## config.mk

```make
export PLATFORM = sky130hd
export DESIGN_NAME = cw305_usb_bus_master
export DESIGN_NICKNAME = d
export VERILOG_FILES = /design/src/rtl/cw305_usb_bus_pkg.sv /design/src/rtl/cw305_bus_phase_timer.sv /design/src/rtl/cw305_usb_bus_master.sv
export SDC_FILE = /design/constraint.sdc
export NUM_CORES = 1
export LEC_CHECK = 0
export ABC_AREA = 1
export BUFFER_PORTS_ARGS = -buffer_cell sky130_fd_sc_hd__buf_2
export CORE_ASPECT_RATIO = 0.75
export CORE_UTILIZATION = 47
export CTS_CLUSTER_DIAMETER = 150
export DETAILED_ROUTE_END_ITERATION = 16
export GPL_ROUTABILITY_DRIVEN = 0
export PLACE_DENSITY = 0.75
export SETUP_SLACK_MARGIN = 0.3
export SYNTH_ARGS = -nofsm -noshare
export SYNTH_HDL_FRONTEND = slang
export SYNTH_SLANG_ARGS = --single-unit
```

## constraint.sdc

```tcl
create_clock -name usb_clk -period 1.55 [get_ports usb_clk]
set_input_delay 0 -clock usb_clk [delete_from_list [all_inputs] [get_ports usb_clk]]
set_output_delay 0 -clock usb_clk [all_outputs]
set_load 0.05 [all_outputs]
```

## src/rtl/cw305_usb_bus_pkg.sv

```systemverilog
// Shared types and sizing helpers for the CW305 USB register-bus initiator.
// Holds the sequencer state encoding and the phase-counter width.
package cw305_usb_bus_pkg;

   typedef enum logic [2:0] {
      IDLE,
      WAIT_WD,
      SETUP,
      STROBE,
      HOLD,
      WAIT_RD,
      FINISH
   } bus_state_e;

   // Counter holds (phase length - 1), so clog2 of the longest phase suffices
   function automatic int phase_w(input int s, input int t, input int h);
      int m;
      m = s;
      if (t > m) m = t;
      if (h > m) m = h;
      return (m < 2) ? 1 : $clog2(m);
   endfunction

   localparam int PHASE_W = phase_w(1, 2, 1);

endpackage

```

## src/rtl/cw305_bus_phase_timer.sv

```systemverilog
// Loadable down-counter timing one bus phase.
// last_o is high on the final cycle of the loaded phase.
module cw305_bus_phase_timer #(
   parameter int W = 1
) (
   input  logic         clk_i,
   input  logic         rst_i,
   input  logic         load_i,
   input  logic [W-1:0] load_val_i,
   output logic         last_o
);

   logic [W-1:0] cnt_q, cnt_d;

   always_comb begin
      cnt_d = cnt_q;
      if (load_i)
         cnt_d = load_val_i;
      else if (cnt_q != '0)
         cnt_d = cnt_q - 1'b1;
   end

   always_ff @(posedge clk_i or posedge rst_i) begin
      if (rst_i) cnt_q <= '0;
      else       cnt_q <= cnt_d;
   end

   assign last_o = (cnt_q == '0);

endmodule

```

## src/rtl/cw305_usb_bus_master.sv

```systemverilog
// Host-side initiator for the CW305 parallel USB register bus.
// Sequences byte bursts as SETUP/STROBE/HOLD cycles on the bus pins.
module cw305_usb_bus_master
   import cw305_usb_bus_pkg::*;
#(
   parameter int pADDR_WIDTH    = 21,
   parameter int pBYTECNT_SIZE  = 7,
   parameter int pSETUP_CYCLES  = 1,
   parameter int pSTROBE_CYCLES = 2,
   parameter int pHOLD_CYCLES   = 1
) (
   input  logic                     usb_clk,
   input  logic                     rst,
   input  logic                     cmd_valid,
   output logic                     cmd_ready,
   input  logic                     cmd_write,
   input  logic [pADDR_WIDTH-1:0]   cmd_addr,
   input  logic [pBYTECNT_SIZE-1:0] cmd_len,
   input  logic                     wr_valid,
   output logic                     wr_ready,
   input  logic [7:0]               wr_data,
   output logic                     rd_valid,
   input  logic                     rd_ready,
   output logic [7:0]               rd_data,
   output logic                     done,
   output logic [pADDR_WIDTH-1:0]   usb_addr,
   output logic [7:0]               usb_dout,
   input  logic [7:0]               usb_din,
   output logic                     usb_oe,
   output logic                     usb_cen,
   output logic                     usb_rdn,
   output logic                     usb_wrn
);

   localparam int PW = phase_w(pSETUP_CYCLES, pSTROBE_CYCLES, pHOLD_CYCLES);
   localparam int BC = pBYTECNT_SIZE;

   bus_state_e             state_q, state_d;
   logic                   write_q, write_d;
   logic [pADDR_WIDTH-1:0] addr_q, addr_d;
   logic [BC-1:0]          len_q, len_d;
   logic [BC-1:0]          idx_q, idx_d;
   logic [7:0]             dout_q, dout_d;
   logic [7:0]             rdata_q, rdata_d;
   logic                   rvalid_q, rvalid_d;

   logic          ph_load, ph_last;
   logic [PW-1:0] ph_val;
   logic          rd_pend, last_byte, in_burst;

   // A byte handed over this very cycle counts as already taken
   assign rd_pend   = rvalid_q & ~rd_ready;
   assign last_byte = (idx_q == len_q);

   always_comb begin
      state_d  = state_q;
      write_d  = write_q;
      addr_d   = addr_q;
      len_d    = len_q;
      idx_d    = idx_q;
      dout_d   = dout_q;
      rdata_d  = rdata_q;
      rvalid_d = rvalid_q;
      if (rvalid_q && rd_ready) rvalid_d = 1'b0;
      case (state_q)
         IDLE: begin
            if (cmd_valid) begin
               write_d = cmd_write;
               addr_d  = cmd_addr;
               len_d   = cmd_len;
               idx_d   = '0;
               state_d = cmd_write ? WAIT_WD : SETUP;
            end
         end
         WAIT_WD: begin
            if (wr_valid) begin
               dout_d  = wr_data;
               state_d = SETUP;
            end
         end
         SETUP: begin
            if (ph_last) state_d = STROBE;
         end
         STROBE: begin
            if (ph_last) begin
               state_d = HOLD;
               if (!write_q) begin
                  rdata_d  = usb_din;
                  rvalid_d = 1'b1;
               end
            end
         end
         HOLD: begin
            if (ph_last) begin
               if (last_byte) begin
                  state_d = FINISH;
               end else begin
                  idx_d  = idx_q + 1'b1;
                  // Byte counter field wraps without carrying upward
                  addr_d[BC-1:0] = addr_q[BC-1:0] + 1'b1;
                  if (write_q)      state_d = WAIT_WD;
                  else if (rd_pend) state_d = WAIT_RD;
                  else              state_d = SETUP;
               end
            end
         end
         WAIT_RD: begin
            if (!rd_pend) state_d = SETUP;
         end
         FINISH:  state_d = IDLE;
         default: state_d = IDLE;
      endcase
   end

   always_comb begin
      ph_load = (state_d != state_q);
      case (state_d)
         SETUP:   ph_val = PW'(pSETUP_CYCLES - 1);
         STROBE:  ph_val = PW'(pSTROBE_CYCLES - 1);
         HOLD:    ph_val = PW'(pHOLD_CYCLES - 1);
         default: ph_val = '0;
      endcase
   end

   cw305_bus_phase_timer #(
      .W (PW)
   ) u_timer (
      .clk_i      (usb_clk),
      .rst_i      (rst),
      .load_i     (ph_load),
      .load_val_i (ph_val),
      .last_o     (ph_last)
   );

   always_ff @(posedge usb_clk or posedge rst) begin
      if (rst) begin
         state_q  <= IDLE;
         write_q  <= 1'b0;
         addr_q   <= '0;
         len_q    <= '0;
         idx_q    <= '0;
         dout_q   <= '0;
         rdata_q  <= '0;
         rvalid_q <= 1'b0;
      end else begin
         state_q  <= state_d;
         write_q  <= write_d;
         addr_q   <= addr_d;
         len_q    <= len_d;
         idx_q    <= idx_d;
         dout_q   <= dout_d;
         rdata_q  <= rdata_d;
         rvalid_q <= rvalid_d;
      end
   end

   // Chip enable stays low across inter-byte waits inside a burst
   assign in_burst = (state_q inside {SETUP, STROBE, HOLD, WAIT_RD}) ||
                     (state_q == WAIT_WD && idx_q != '0);

   assign cmd_ready = (state_q == IDLE) & ~rst;
   assign wr_ready  = (state_q == WAIT_WD);
   assign rd_valid  = rvalid_q;
   assign rd_data   = rdata_q;
   assign done      = (state_q == FINISH);
   assign usb_addr  = addr_q;
   assign usb_dout  = dout_q;
   assign usb_cen   = ~in_burst;
   assign usb_oe    = write_q & in_burst;
   assign usb_rdn   = ~((state_q == STROBE) & ~write_q);
   assign usb_wrn   = ~((state_q == STROBE) & write_q);

endmodule

```

Word-level counts from Yosys, hierarchy flattened
Index checks and enable logic that the tools add are counted.

cells by class
  add/subtract/negate cells = 3
  $mul = 0
  divide/modulo/power cells = 0
  order comparisons = 0
  eq/ne operators = 12
  shifts and indexed selects = 0
  multiplexer cells = 26
  bitwise operators = 12
  reduce and logical (&&, ||, !) cells = 11

operator list
  kind                   number
  $mux W7                6
  $pmux W7 S2            2
  $mux W3                9
  $pmux W3 S6            1
  $add A7 B1 Y7 const B  2
  $eq A3 B2 Y1 const B   3
  $eq A3 B3 Y1 const B   3
  $eq A7 B7 Y1           1
  $mux W1                7
  $not A1 Y1             7
  $reduce_bool A7 Y1     1
  $ne A2 B2 Y1 const B   3
  $and A1 B1 Y1          5
  $reduce_and A2 Y1      2
  $reduce_and A4 Y1      1
  $reduce_bool A4 Y1     1
  $eq A3 B1 Y1 const B   1
  $logic_not A3 Y1       1
  $ne A3 B3 Y1           1
  $reduce_and A3 Y1      1
  $logic_and A1 B1 Y1    2
  $mux W2                1
  $reduce_bool A2 Y1     1
  $logic_or A1 B1 Y1     1
  $sub A1 B1 Y1 const B  1

storage, ports and cells
  register bits = 57
  bits in latches = 0
  memory bits (writable) = 0
  bits in read-only memories = 0
  input bits = 50
  output and inout bits = 45
  logic and storage cells = 74
  memories = 0

Longest topological paths before layout
Gate-level depths: netlist of run 1.

  depth in word-level cells = 10
  mapped depth = 12
  mapped depth without buffers = 11

By module
From an unflattened synthesis of run 1, not the netlist that was laid out.

second synthesis, totals
  cells, all modules = 337
  area, all modules = 2961.6 um2

modules (own cells, without submodules)
  module                 times used  cells an instance  area each (um2)  sequential area each (um2)
  cw305_usb_bus_master   1           332                2921.6           1401.3
  cw305_bus_phase_timer  1           5                  40.0             25.0

Worst setup path before layout of run 1
No wires, ideal clock.

  path kind = register -> output
  start = register state_q[1]
  end = output port usb_oe
  arrival = 2.266 ns
  required time = 1.550 ns
  path slack = -0.716 ns
  cell stages (with the launch flop) = 6
  path buffers = 0
  cells stage by stage = dfrtp_1 -> nor2_1 -> nand2_1 -> inv_1 -> a21oi_1 -> nor2_1

between the ends
  cells in the longest elaborated chain, start to end = 4

ends and longest elaborated chain
  what                    line                         text
  from (decl)             cw305_usb_bus_master.sv:38   bus_state_e state_q, state_d;
  from (signal assigned)  cw305_usb_bus_master.sv:146  state_q <= state_d;
  $eq A3 B1 Y1            n/a
  via wr_ready            cw305_usb_bus_master.sv:20   output logic wr_ready,
  $logic_and A1 B1 Y1     cw305_usb_bus_master.sv:159  (state_q == WAIT_WD && idx_q != '0);
  $logic_or A1 B1 Y1      cw305_usb_bus_master.sv:158  assign in_burst = (state_q inside {SETUP, STROBE, HOLD, WAIT_RD}) ||
  $and A1 B1 Y1           cw305_usb_bus_master.sv:169  assign usb_oe = write_q & in_burst;
  to (decl)               cw305_usb_bus_master.sv:29   output logic usb_oe,

The timed path passes the listed nets, and every way through them passes these cells.

Worst setup path after layout of run 1
  start = register idx_q[5]
  end = output port usb_oe

between the ends
  cells in the longest elaborated chain, start to end = 4

ends and longest elaborated chain
  what                    line                         text
  from (decl)             cw305_usb_bus_master.sv:42   logic [BC-1:0] idx_q, idx_d;
  from (signal assigned)  cw305_usb_bus_master.sv:150  idx_q <= idx_d;
  $reduce_bool A7 Y1      cw305_usb_bus_master.sv:159
  $logic_and A1 B1 Y1     cw305_usb_bus_master.sv:159
  $logic_or A1 B1 Y1      cw305_usb_bus_master.sv:158
  $and A1 B1 Y1           cw305_usb_bus_master.sv:169

No other way between the ends.

==> results of run 1 <==
==> layer usage <==
metal	share of wire (%)	up-vias	track usage, %	wire (um)
li1	-	1412	-	-
met1	38	1562	36.8	4010
met2	50	208	53.2	5350
met3	7.4	53	8.83	789
met4	4.7	0	17.1	506
met5	0	-	0	0
==> through the flow <==
step,std cells,power [uW],hold WS (ns)
2_1_floorplan,326,6490,0.0867
3_5_place_dp,500,7580,0.0766
4_1_cts,583,10400,0.00464
6_report,584,11300,0.0136
3_3_place_gp,500,7490,0.0761
5_1_grt,584,11700,0.0527
==> final cells by class <==
cell class	instances	area (um2)	area share [%]
inverters	27	121	2.47
repair buffers	170	1310	26.6
flip-flops and latches	57	1440	29.3
multi-input cells	237	1760	35.7
well taps	78	97.6	1.98
clock buffers	12	155	3.15
clock inverters	3	40.0	0.813
==> critical path: cells and delay by family (launching register included) <==
kind	cells	cell delay [ns]
DFF	1	0.45
and+or+nand+nor	3	0.44
AOI/OAI and AO/OA	1	0.24
buffers and inverters	1	0.16
==> cell usage after synthesis, types with 2 or more instances <==
library cell,count,area share [%]
ha_1,3,1.3
nand4_1,4,0.89
nor3_1,6,1.1
inv_2,4,0.53
o22ai_1,2,0.44
buf_2,3,0.53
dfrtp_1,57,51
or2_2,2,0.44
nor2_1,17,2.3
nand3_1,16,2.8
xor2_1,2,0.62
o21ai_0,13,2.3
buf_4,2,0.53
nand2_1,122,16
inv_1,23,3.1
o21ai_1,2,0.36
nor4_1,2,0.44
buf_6,3,1.2
nand2_2,2,0.44
mux2_2,16,6.4
o21ai_2,7,2.2
a21oi_1,4,0.71
o21bai_1,2,0.53
nand3_2,3,1.1
==> power by group <==
group	switching (uW)	leakage, uW	total (uW)	internal (uW)
Clock	612	0.000102	1430	817
Sequential	583	0.000695	2750	2170
Combinational	4610	0.00168	7080	2470
==> final timing paths <==
kind	to	slack [ns]	depth (start not counted)
max	usb_oe	-0.09	5
min	usb_addr[3]	0.01	5
max reg2reg	state_q[0]	-0.08	11
min reg2reg	usb_addr[16]	0.48	2
max in group asynchronous	rd_data[4]	0.95	4
min in group asynchronous	u_timer.cnt_q	0.27	4
==> flip-flops by register name, indices dropped and copies added, names as in the netlist <==
signal         cells
rd_data            8
len_q              7
usb_dout           8
idx_q              7
write_q            1
rd_valid           1
usb_addr          21
state_q            3
u_timer.cnt_q      1
==> cells by family (layout without fill, tap and decap cells) <==
family / count (synthesis) / in the layout / share of synthesized area, %
flip-flops: 57 / 57 / 50.7
adder cells (fa/ha/maj): 3 / 3 / 1.33
AO/OA/AOI/OAI: 33 / 33 / 7.65
XOR/XNOR: 3 / 3 / 0.934
AND/OR/NAND/NOR: 177 / 181 / 26.6
buffers and inverters: 36 / 212 / 6.00
multiplexers: 17 / 17 / 6.76
==> timing repair <==
item,in CTS,in global routing
hold endpoints to repair,100,0
buffers inserted,20,1
setup endpoints to repair,59,63
cloned,4,0
pin swaps,18,24
hold buffers,44,0
resized for setup,88,71
==> impl_metrics.yaml, run 1 <==
finish:
  layout.nets: 555
  final_core_utilization_pct: 84.9
  layout-area-overhead-vs-synth_pct: 74.9
  final_common_cell: "buf_2"
  layout.cell_area.non_filler_um2: 4920
  final_layout_size_suffix_gt1_share_pct: 54.5
  nFillCells: 277
  most-common-layout-cells: "87 x buf_2, 67 x nand2_1, 46 x dfrtp_1"
  num_antenna_cells: 0
clocking:
  tritoncts: "yes"
  cts_root_buf: "clkbuf_8"
  cts_buffers: 9
  cts_max_path_bufs: 2
  clkSlewWorstSetupHoldPaths_ns: 0.07
  clk_latency_worst_skew_pair_ns: 0.34
  clock-sinks: 57
  cts_max_level: 3
die:
  top_level_ports: 95
  fp-row-count: 24
  floorplan.initialDensity_pct: 48.6
  dieHeight_um: 69.0
  die_area_um2: 6300
  core_um2: 5800
  die-width_um: 91.3
drt:
  detail_route.drc_violations: 0
  totalWireLength_mm: 10.7
  detail_route.wl_per_cell_um: 18.2
  postRouteAntennaNets: 0
  routed-via-count: 3235
  initialDrtViolationCount: 229
  routed_via_density: 5.54
  firstDrtPassIters: 4
place:
  detailed_place_hpwl_mm: 4.67
  pre_cts_ws_ns: -0.0796
  placedInstanceArea_um2: 3520
  placement.io_buffers: 94
global_route:
  first_pass_grt_wire_length_mm: 15.3
  largest_net_degree_at_the_start_of_global_routing: 33
  gr-usage-all-layers_pct: 31.7
  via_count_of_the_first_global_routing_pass: 3156
  antenna_found_initial: 0
  globalRouteOverflowTotal: 0
sta:
  finalMaxSlewViolations: 0
  final-hold-violation-count: 0
  finalWorstSetupSlack_ns: -0.0893
  timing.clock.skew_ns: 0.0122
  actual_transition_at_the_worst_max_transition_pin_ns: 0.366
  layout_worst_path_cycle_share_pct: 106
  grt_setup_unrepaired: "yes"
  max-slew-margin-rel_pct: 75.4
  setup_viol: 17
  fmax_ghz: 0.610
  final_period_minus_worst_setup_slack_ns: 1.64
  setup_total_negative_slack_ns: -0.817
power:
  power.static_leakage_uw: 0.00247
  worst_ir_drop_vdd_v: 0.00150
  p_per_area_nw_per_um2: 2290
critical_path:
  start_kind: "register"
  crit_arrival_ns: 1.64
  path_max_fanout: 4
  crit_slowest_cell: "dfrtp_1"
  critPathCaptureType: "output pin"
  worst_setup_path_startpoint: "idx_q[5]"
  critical_path.cell_chain: "nor3_2 > nand4_1 > a21oi_4 > nor2_4 > buf_6"
  reg2reg_from: "idx_q[1]"
  category_of_the_critical_setup_timing_path: "reg2out"
  max_incr_delay_on_cp_ns: 0.45
  required_ns: 1.55
logic_synthesis:
  seq_area_frac_synth_pct: 50.7
  yosysWarningCount: 0
  synthArstFlopShare_pct: 100
  main_flop_type_after_synthesis: "dfrtp_1"
  synth_enable_flop_cells: 0
  ys_ff_latch: 57
  syn-instance-count: 326
  postSynthNetCount: 379
  syn-cell-area_um2: 2810
  yosys_cell_types: 33
  syn_area_per_cell_um2: 8.63
outcome:
  run_status: "complete, but fails checks"
  failed_checks: "setup timing"
worst_hold_path:
  timing.hold.worst.start: "cmd_addr[3]"
  holdCritPathClass: "in2reg"
job:
  timing.max_cap.violations: 0
Note: power is estimated with default switching activity, not from simulation.
==> run 2: changes to the inputs <==
BUFFER_PORTS_ARGS = not set   (was -buffer_cell sky130_fd_sc_hd__buf_2)
DONT_BUFFER_PORTS = 1   (was not set)
PLACE_DENSITY = not set   (was 0.75)
SLEW_MARGIN = 5   (was not set)
==> run 2 against run 1 <==
Effect of this change: the flow still finishes with violations (setup timing); setup slack worse by 0.021 ns; die area is the same; highest routed layer unchanged; global-route usage shrank 3.3 points; maximum frequency is 1.2% lower; register-to-register slack gained 0.08 ns; largest cell class unchanged; critical path type unchanged; non-clock buffer count shrank 67; combinational power down 22%; final cell count decreased by 11%; sequential cell count unchanged; clock-buffer cell count increased by 1; routed wire length shrank 7.8%.
==> impl_metrics.yaml, run 2 (synthesis gave the netlist of run 1 again) <==
finish:
  most-common-layout-cells: "63 x nand2_1, 50 x dlygate4sd3_1, 45 x dfrtp_1"
  layout-area-overhead-vs-synth_pct: 71.7
  final_layout_size_suffix_gt1_share_pct: 47.6
  largest_register_ff_count: 21
  final_core_utilization_pct: 83.4
  final_common_cell: "nand2_1"
  layout.nets: 489
  num_antenna_cells: 0
die:
  fp-row-count: 24
  floorplan.initialDensity_pct: 48.6
  core_um2: 5800
  dieHeight_um: 69.0
  top_level_ports: 95
  die-width_um: 91.3
  die_area_um2: 6300
outcome:
  failed_checks: "setup timing"
  run_status: "complete, but fails checks"
clocking:
  cts_root_buf: "clkbuf_8"
  clock-sinks: 57
  clk_latency_worst_skew_pair_ns: 0.35
  clkSlewWorstSetupHoldPaths_ns: 0.06
  cts_max_path_bufs: 2
  cts_max_level: 3
  tritoncts: "yes"
  cts_buffers: 9
power:
  power_switching_uw: 5760
  power.share.switching_pct: 51.2
  pwr-share-comb_pct: 49.1
  internal-power_uw: 5480
  power.static_leakage_uw: 0.00225
  power.sequential.fraction_pct: 37.0
  pwr-share-clk_pct: 13.9
  worst_ir_drop_vdd_v: 0.00125
  p_per_area_nw_per_um2: 2330
global_route:
  gr-usage-all-layers_pct: 28.4
  globalRouteOverflowTotal: 0
  largest_net_degree_at_the_start_of_global_routing: 30
  via_count_of_the_first_global_routing_pass: 2693
  first_pass_grt_wire_length_mm: 13.5
  antenna_found_initial: 0
drt:
  totalWireLength_mm: 9.82
  detail_route.drc_violations: 0
  postRouteAntennaNets: 0
  firstDrtPassIters: 5
  routed-via-count: 2868
  routed_via_density: 5.53
  detail_route.wl_per_cell_um: 18.9
  initialDrtViolationCount: 191
worst_hold_path:
  worst_hold_path.num_cells: 4
  holdCritPathClass: "in2reg"
  timing.hold.worst_endpoint: "state_q[1]"
  timing.hold.worst.start: "cmd_valid"
sta:
  actual_transition_at_the_worst_max_transition_pin_ns: 0.555
  whs_ns: 0.103
  layout_worst_path_cycle_share_pct: 107
  fmax_ghz: 0.602
  finalWorstSetupSlack_ns: -0.110
  final_period_minus_worst_setup_slack_ns: 1.66
  final-hold-violation-count: 0
  max-slew-margin-rel_pct: 63.0
  setup_viol: 3
  timing.clock.skew_ns: 0.00753
  grt_setup_unrepaired: "yes"
  finalMaxSlewViolations: 0
place:
  placement.io_buffers: 0
  detailed_place_hpwl_mm: 4.37
critical_path:
  worst_r2r_path_cells: 11
  rr_endpoint: "idx_q[5]"
  required_ns: 1.55
  critical_path.cell_chain: "inv_2 > buf_6 > ha_4 > nand4_1 > a21oi_4 > buf_12"
  rrSetupSlack_ns: 0
  reg2reg_from: "idx_q[1]"
  crit_arrival_ns: 1.66
  max_incr_delay_on_cp_ns: 0.43
  category_of_the_critical_setup_timing_path: "reg2out"
  path_max_fanout: 2
  crit_slowest_cell: "dfrtp_1"
  start_kind: "register"
  critPathCaptureType: "output pin"
job:
  timing.max_cap.violations: 0
[run 2: per-stage QoR]
stage | cells | setup TNS (ns) | power, uW | cell area [um2] | setup WS [ns]
global placement | 421 | 0 | 7230 | 3160 | 0.00131
detailed placement | 421 | -0.0725 | 7270 | 3160 | -0.0339
global route | 519 | -0.987 | 11700 | 4830 | -0.164
CTS | 512 | -0.0777 | 10200 | 4450 | -0.0420
finish | 519 | -0.186 | 11200 | 4830 | -0.110
floorplan | 326 | 0 | 6490 | 2920 | 0.0333
[run 2: routing by layer]
layer | vias to the layer above | track usage (%) | wire [um]
li1 | 1287 | - | -
met2 | 151 | 46.9 | 5050
met5 | - | 0 | 0
met1 | 1397 | 34.7 | 3780
met4 | 0 | 12.2 | 286
met3 | 33 | 8.28 | 706
[run 2: area by class of cell]
class,count,area (um2)
fillers,285,963
flip-flops and latches,57,1440
clock buffers,13,149
repair buffers,103,1120
inverters,27,138
well taps,78,97.6
clock inverters,3,65.1
multi-input cells,238,1820
[run 2: worst max-delay path, delay by kind of cell (launching register included)]
kind / cells / cell delay [ns]
AO/OA/AOI/OAI: 1 / 0.25
adder cells (fa/ha/maj): 1 / 0.12
buffers and inverters: 3 / 0.37
flip-flops: 1 / 0.43
AND/OR/NAND/NOR: 1 / 0.15
[run 2: worst max-delay path by stage]
stage	from	end	slack [ns]	depth (start not counted)
6_report	idx_q[1]	usb_cen	-0.11	6
5_1_grt	idx_q[1]	usb_cen	-0.16	6
4_1_cts	idx_q[1]	usb_oe	-0.04	6
3_5_place_dp	idx_q[6]	usb_addr[6]	-0.03	9
3_3_place_gp	idx_q[6]	usb_addr[6]	0.001	9
2_1_floorplan	state_q[1]	usb_dout[0]	0.03	5
[run 2: power groups by stage]
| stage | clock, uW | sequential, uW | combinational [uW] |
|---|---|---|---|
| 2_1_floorplan | 0 | 4280 | 2200 |
| 3_5_place_dp | 0 | 4000 | 3280 |
| 5_1_grt | 1640 | 4220 | 5810 |
| 3_3_place_gp | 0 | 3990 | 3240 |
| 4_1_cts | 1550 | 4030 | 4600 |
| 6_report | 1570 | 4160 | 5520 |
[run 2: timing repair]
action,CTS,global route
pin swaps,16,13
hold buffers,50,0
endpoints found under the hold margin,105,0
endpoints found under the setup margin,61,62
resized for setup,97,75
gates cloned,5,5
setup buffers,20,2
